===== src/rtl/key_pkg.sv =====
// Shared types and helpers for the key arbiter.
//   state_e  : arbiter FSM states
//   idx_w    : width of a key index for a given key count (minimum 1)
//   wrap_inc : round-robin increment with explicit wrap, valid for any key count
package key_pkg;

    typedef enum logic [0:0] {
        S_IDLE,
        S_OFFER
    } state_e;

    function automatic int unsigned idx_w(input int unsigned n);
        return (n > 1) ? unsigned'($clog2(n)) : 1;
    endfunction

    // Explicit wrap so non-power-of-two key counts skip the unused index values.
    function automatic int unsigned wrap_inc(input int unsigned idx, input int unsigned n);
        return (idx >= n - 1) ? 0 : idx + 1;
    endfunction

endpackage


===== src/rtl/key_arbiter_if.sv =====
// Key/command bundle between the key conditioning, the arbiter and the consumer.
//   keyIn    : synchronized level key inputs
//   cmdReady : consumer accepts the offered command
//   cmdValid : command offered
//   cmdKey   : index of the offered key
//   pending  : latched, not-yet-accepted press events
//   overrun  : sticky, a press was merged into an already-pending event
// master = arbiter side, slave = stimulus/consumer side.
interface key_arbiter_if
    import key_pkg::*;
#(
    parameter int unsigned N_KEYS = 4
);
    localparam int unsigned IDX_W = idx_w(N_KEYS);

    logic [N_KEYS-1:0] keyIn;
    logic              cmdReady;
    logic              cmdValid;
    logic [IDX_W-1:0]  cmdKey;
    logic [N_KEYS-1:0] pending;
    logic              overrun;

    modport master (
        input  keyIn,
        input  cmdReady,
        output cmdValid,
        output cmdKey,
        output pending,
        output overrun
    );

    modport slave (
        output keyIn,
        output cmdReady,
        input  cmdValid,
        input  cmdKey,
        input  pending,
        input  overrun
    );
endinterface


===== src/rtl/key_edge_detect.sv =====
// Rising-edge detector for one synchronized key.
//   clk   : system clock
//   reset : synchronous active-high reset
//   keyIn : level key input
//   press : one-cycle pulse when keyIn goes 0 -> 1
// Reset loads the previous-value flop with the live input so a key held through
// reset produces no press afterwards.
module key_edge_detect (
    input  logic clk,
    input  logic reset,
    input  logic keyIn,
    output logic press
);
    logic key_prev_q;
    logic key_prev_d;

    always_comb begin
        key_prev_d = keyIn;
    end

    always_ff @(posedge clk) begin
        if (reset) begin
            key_prev_q <= keyIn;
        end else begin
            key_prev_q <= key_prev_d;
        end
    end

    assign press = keyIn & ~key_prev_q;
endmodule


===== src/rtl/key_arbiter.sv =====
// Turns key press events into single commands and offers them one at a time to
// a shared consumer over valid/ready, using round-robin priority.
//   clk    : system clock
//   reset  : synchronous active-high reset
//   cmd_if : key inputs, command handshake, pending vector and overrun flag
module key_arbiter
    import key_pkg::*;
#(
    parameter int unsigned N_KEYS = 4
) (
    input  logic          clk,
    input  logic          reset,
    key_arbiter_if.master cmd_if
);
    localparam int unsigned IDX_W = idx_w(N_KEYS);

    logic [N_KEYS-1:0] press;
    logic [N_KEYS-1:0] acc_vec;
    logic              accept;
    logic              pick_found;
    logic [IDX_W-1:0]  pick_idx;

    state_e            state_q, state_d;
    logic              cmd_valid_q, cmd_valid_d;
    logic [IDX_W-1:0]  cmd_key_q, cmd_key_d;
    logic [IDX_W-1:0]  last_grant_q, last_grant_d;
    logic [N_KEYS-1:0] pending_q, pending_d;
    logic              overrun_q, overrun_d;

    for (genvar i = 0; i < N_KEYS; i++) begin : gen_edge
        key_edge_detect u_edge (
            .clk   (clk),
            .reset (reset),
            .keyIn (cmd_if.keyIn[i]),
            .press (press[i])
        );
    end

    assign accept = cmd_valid_q & cmd_if.cmdReady;

    // A press coinciding with its own accept is a fresh event: the bit stays set
    // and it does not count as an overrun.
    always_comb begin
        acc_vec   = accept ? (N_KEYS'(1) << cmd_key_q) : '0;
        pending_d = press | (pending_q & ~acc_vec);
        overrun_d = overrun_q | (|(press & pending_q & ~acc_vec));
    end

    // Round-robin scan of the registered pending vector, starting after lastGrant.
    always_comb begin
        logic [IDX_W-1:0] scan;
        pick_found = 1'b0;
        pick_idx   = '0;
        scan       = last_grant_q;
        for (int k = 0; k < N_KEYS; k++) begin
            scan = IDX_W'(wrap_inc(32'(scan), N_KEYS));
            if (!pick_found && pending_q[scan]) begin
                pick_found = 1'b1;
                pick_idx   = scan;
            end
        end
    end

    always_comb begin
        state_d      = state_q;
        cmd_valid_d  = cmd_valid_q;
        cmd_key_d    = cmd_key_q;
        last_grant_d = last_grant_q;
        unique case (state_q)
            S_IDLE: begin
                if (pick_found) begin
                    cmd_key_d   = pick_idx;
                    cmd_valid_d = 1'b1;
                    state_d     = S_OFFER;
                end
            end
            S_OFFER: begin
                if (accept) begin
                    last_grant_d = cmd_key_q;
                    cmd_valid_d  = 1'b0;
                    state_d      = S_IDLE;
                end
            end
            default: begin
                state_d     = S_IDLE;
                cmd_valid_d = 1'b0;
            end
        endcase
    end

    always_ff @(posedge clk) begin
        if (reset) begin
            state_q      <= S_IDLE;
            cmd_valid_q  <= 1'b0;
            cmd_key_q    <= '0;
            last_grant_q <= IDX_W'(N_KEYS - 1);
            pending_q    <= '0;
            overrun_q    <= 1'b0;
        end else begin
            state_q      <= state_d;
            cmd_valid_q  <= cmd_valid_d;
            cmd_key_q    <= cmd_key_d;
            last_grant_q <= last_grant_d;
            pending_q    <= pending_d;
            overrun_q    <= overrun_d;
        end
    end

    assign cmd_if.cmdValid = cmd_valid_q;
    assign cmd_if.cmdKey   = cmd_key_q;
    assign cmd_if.pending  = pending_q;
    assign cmd_if.overrun  = overrun_q;
endmodule


===== src/flat_wrapper.sv =====
// flat-port wrapper written by rule: the top's interface ports become plain ports
module key_arbiter_flat import key_pkg::*;
#(
    parameter int unsigned N_KEYS = 4
)
  (clk, reset, cmd_if_keyIn, cmd_if_cmdReady, cmd_if_cmdValid, cmd_if_cmdKey, cmd_if_pending, cmd_if_overrun);
  key_arbiter_if #(.N_KEYS(N_KEYS)) cmd_if_i ();
  input  logic clk;
  input  logic reset;
  input wire logic [$bits(cmd_if_i.keyIn)-1:0] cmd_if_keyIn;
  input wire logic [$bits(cmd_if_i.cmdReady)-1:0] cmd_if_cmdReady;
  output wire logic [$bits(cmd_if_i.cmdValid)-1:0] cmd_if_cmdValid;
  output wire logic [$bits(cmd_if_i.cmdKey)-1:0] cmd_if_cmdKey;
  output wire logic [$bits(cmd_if_i.pending)-1:0] cmd_if_pending;
  output wire logic [$bits(cmd_if_i.overrun)-1:0] cmd_if_overrun;
  assign cmd_if_i.keyIn = cmd_if_keyIn;
  assign cmd_if_i.cmdReady = cmd_if_cmdReady;
  assign cmd_if_cmdValid = cmd_if_i.cmdValid;
  assign cmd_if_cmdKey = cmd_if_i.cmdKey;
  assign cmd_if_pending = cmd_if_i.pending;
  assign cmd_if_overrun = cmd_if_i.overrun;
  key_arbiter #(.N_KEYS(N_KEYS)) u_core (.clk(clk), .reset(reset), .cmd_if(cmd_if_i));
endmodule

===== config.mk =====
export PLATFORM = sky130hd
export DESIGN_NAME = key_arbiter_flat
export DESIGN_NICKNAME = d
export VERILOG_FILES = /design/src/rtl/key_pkg.sv /design/src/rtl/key_arbiter_if.sv /design/src/rtl/key_edge_detect.sv /design/src/rtl/key_arbiter.sv /design/src/flat_wrapper.sv
export SDC_FILE = /design/constraint.sdc
export NUM_CORES = 1
export LEC_CHECK = 0
export BUFFER_PORTS_ARGS = -buffer_cell sky130_fd_sc_hd__buf_2
export CORE_MARGIN = 4
export CORE_UTILIZATION = 45
export CTS_BUF_LIST = sky130_fd_sc_hd__clkbuf_16
export CTS_CLUSTER_SIZE = 8
export DETAILED_ROUTE_END_ITERATION = 12
export PLACE_DENSITY = 0.67
export SLEW_MARGIN = 10
export SYNTH_ARGS = -nofsm -noshare
export SYNTH_HDL_FRONTEND = slang
export SYNTH_SLANG_ARGS = --single-unit

===== constraint.sdc =====
create_clock -name clk -period 1.4 [get_ports clk]
set_input_delay 0.07 -clock clk [delete_from_list [all_inputs] [get_ports clk]]
set_output_delay 0.07 -clock clk [all_outputs]
set_load 0.005 [all_outputs]

==> flow_summary.yaml <==
run_status:
  outcome: "complete, no violations"
power_and_ir_drop:
  p_per_area_mw_per_mm2: 1320
  static-leakage-power_nw: 0.382
  vdd_drop_max_uv: 854
  p_total_w: 0.00124
die:
  die_h_um: 46.2
  die_area_mm2: 0.00213
  die_w_um: 46.2
  ios: 15
  placeableCoreArea_mm2: 0.00133
  core.rowCount: 13
  start_util_pct: 49.2
timing:
  fmax_ghz: 0.745
  final_critical_path_required_period_ns: 1.34
  rsz_0062_raised_after_global_routing: "no"
  fin_setup_tns_ns: 0
  finalHoldWorstSlack_ns: 0.143
  number_of_pins_exceeding_their_max_slew_limit_in_the_final_report: 0
  worst_slew_pin_slew_ns: 0.351
  min_period_over_period_pct: 95.9
  finClkSkew_ns: 0.00281
  setup_viol: 0
  hold_viol: 0
  slew-limit-headroom_pct: 76.6
clock_tree:
  clock-sinks: 15
  tritoncts.num_buffers: 3
  h_tree_level_count: 1
  worstSkewPairLatency_ns: 0.24
  clk_pin_slew_worst_paths_ns: 0.05
  cts_tree: "built"
  max-clock-path-buffers: 2
  root_buffer: "sky130_fd_sc_hd__clkbuf_16"
logic_synthesis:
  ys_seq_area_share_pct: 45.7
  yosys_warnings: 0
  netlist_area_um2: 657
  synth.distinct_cells: 28
  synth_ff_type: "sky130_fd_sc_hd__dfxtp_1"
  async_flop_share_pct: 0
  synthesis.nets: 82
  syn_avg_cell_area_um2: 8.88
  synth_seq_cells: 15
  post_synth_inst_count: 74
  post_synth_edffs: 0
setup_path:
  worstPathMaxFanout: 6
  cp-start-kind: "flip-flop"
  critical-path-slowest-cell: "sky130_fd_sc_hd__dfxtp_1"
  setup.worst_path.class: "flip-flop to flip-flop"
  cp-end-kind: "flip-flop"
  crit_path_cell_trace: "ha_4 > nand2_2 > a211o_1 > a21oi_2 > o41ai_2"
  critPathRequiredTime_ns: 1.52
  cp_slowest_stage_delay_ns: 0.33
  cp.arrival_ns: 1.46
grt:
  grt_first_pass_wirelength_um: 2480
  antenna_violations_before_repair: 0
  globalRoute.totalOverflow: 0
  grt_pass1_vias: 582
  grt_start_max_net_pins: 14
  groute.usage.overall_pct: 17.0
drt:
  met3RoutedLength_um: 71
  drt_pass1_iterations: 4
  route.antenna.remaining_nets: 0
  wl_met2_um: 708
  avgViaCountPerCell: 5.33
  drc: 0
  total_vias_in_the_final_route: 602
  initialDrtViolationCount: 8
  routedLengthMet1_um: 659
  dr_wl_cell_um: 13.0
  wl_um: 1470
  highest_layer: "met4"
finish:
  post_layout_nonfiller_instances: 113
  layout_common_cells: "14 x sky130_fd_sc_hd__buf_2, 14 x sky130_fd_sc_hd__dfxtp_1, 9 x sky130_fd_sc_hd__a21oi_1, 6 x sky130_fd_sc_hd__nand2_1"
  diodes_inserted: 0
  drive_above_1_share_pct: 32.7
  synth_to_layout_area_growth_pct: 42.9
  final_nets: 107
placement:
  globalplace.congestion: 0.761
  dp.final_hpwl_um: 1050
  dpl.cell_count: 105
  io_buffers: 14
worst_hold_path:
  min-delay-path-class: "primary input to flip-flop"
run:
  drv.max_cap_violation_count: 0
==> cells in the mapped netlist, types with 2 or more instances <==
cell type,count,area [um^2]
sky130_fd_sc_hd__nand3_1,3,15.0
sky130_fd_sc_hd__a21oi_1,10,50.1
sky130_fd_sc_hd__inv_1,5,18.8
sky130_fd_sc_hd__nor2_1,3,11.3
sky130_fd_sc_hd__nand2b_1,5,31.3
sky130_fd_sc_hd__dfxtp_1,15,300
sky130_fd_sc_hd__o211ai_1,2,15.0
sky130_fd_sc_hd__o21ai_0,3,15.0
sky130_fd_sc_hd__nand3b_1,2,15.0
sky130_fd_sc_hd__nand2_1,7,26.3
sky130_fd_sc_hd__a211oi_1,2,15.0
==> where the power goes <==
group,internal (W),leakage (nW),switching [W]
Clock,0.000380,0.0409,0.000165
Combinational,0.0000975,0.217,0.0000940
Sequential,0.000464,0.124,0.0000360
==> flip-flops by register name (all words and copies together), names as in the netlist <==
name	cells
u_core.cmd_if.cmdKey	2
u_core.gen_edge.u_edge.key_prev_q	4
u_core.cmd_if.cmdValid	1
u_core.last_grant_q	2
u_core.cmd_if.overrun	1
u_core.state_q	1
u_core.cmd_if.pending	4
==> kinds of logic (layout without fill, tap and decap cells) <==
| family | after synthesis | count (layout) | synth area share, % |
|---|---|---|---|
| DFF | 15 | 15 | 45.7 |
| muxes | 1 | 1 | 1.52 |
| AOI/OAI and AO/OA | 25 | 25 | 25.1 |
| buffers and inverters | 7 | 31 | 4.19 |
| and+or+nand+nor | 25 | 25 | 21.5 |
| adders and majority gates | 1 | 1 | 1.90 |
==> what timing repair did <==
item | in CTS | in global routing
hold buffers | 4 | 0
setup endpoints to repair | 1 | 2
endpoints found under the hold margin | 4 | 0
pin swaps | 2 | 3
buffers inserted | 0 | 0
resized for setup | 2 | 4
==> path summary, 6_finish.rpt <==
kind / end / start / depth (start not counted) / slack [ns]
setup / recovery: u_core.cmd_if.cmdKey[1] / u_core.last_grant_q[1] / 5 / 0.06
hold / removal: u_core.cmd_if.pending[2] / reset / 2 / 0.14
setup reg to reg: u_core.cmd_if.cmdKey[1] / u_core.last_grant_q[1] / 5 / 0.06
hold reg to reg: u_core.state_q / u_core.state_q / 2 / 0.50
==> critical path: cells and delay by family, from the launching register on <==
kind / cells / cell delay [ns]
AO/OA/AOI/OAI: 3 / 0.51
flip-flops: 1 / 0.33
adder cells (fa/ha/maj): 1 / 0.30
AND/OR/NAND/NOR: 1 / 0.08
==> routing by layer <==
| metal | global-route usage [%] | vias to the layer above |
|---|---|---|
| li1 | - | 317 |
| met1 | 21.0 | 270 |
| met2 | 25.0 | 11 |
| met3 | 3.52 | 4 |
| met4 | 13.6 | 0 |
| met5 | 0 | - |
==> through the flow <==
step | setup WS [ns] | utilization [%] | instance area [um^2]
after floorplan | 0.0205 | - | 672
after global placement | 0.0137 | 58.6 | 782
after detailed placement | -0.0434 | 58.6 | 782
after CTS | 0.0106 | 68.3 | 911
after global routing | 0.00119 | 70.4 | 938
final | 0.0579 | 70.4 | 938
==> cell type report <==
| type | instances | area (um^2) |
|---|---|---|
| flip-flops and latches | 15 | 302 |
| well taps | 15 | 18.8 |
| fillers | 109 | 395 |
| multi-input cells | 52 | 379 |
| inverters | 5 | 18.8 |
| repair buffers | 22 | 140 |
| clock inverters | 1 | 5.00 |
| clock buffers | 3 | 75.1 |
No activity file was read; power rests on OpenSTA's default activity.
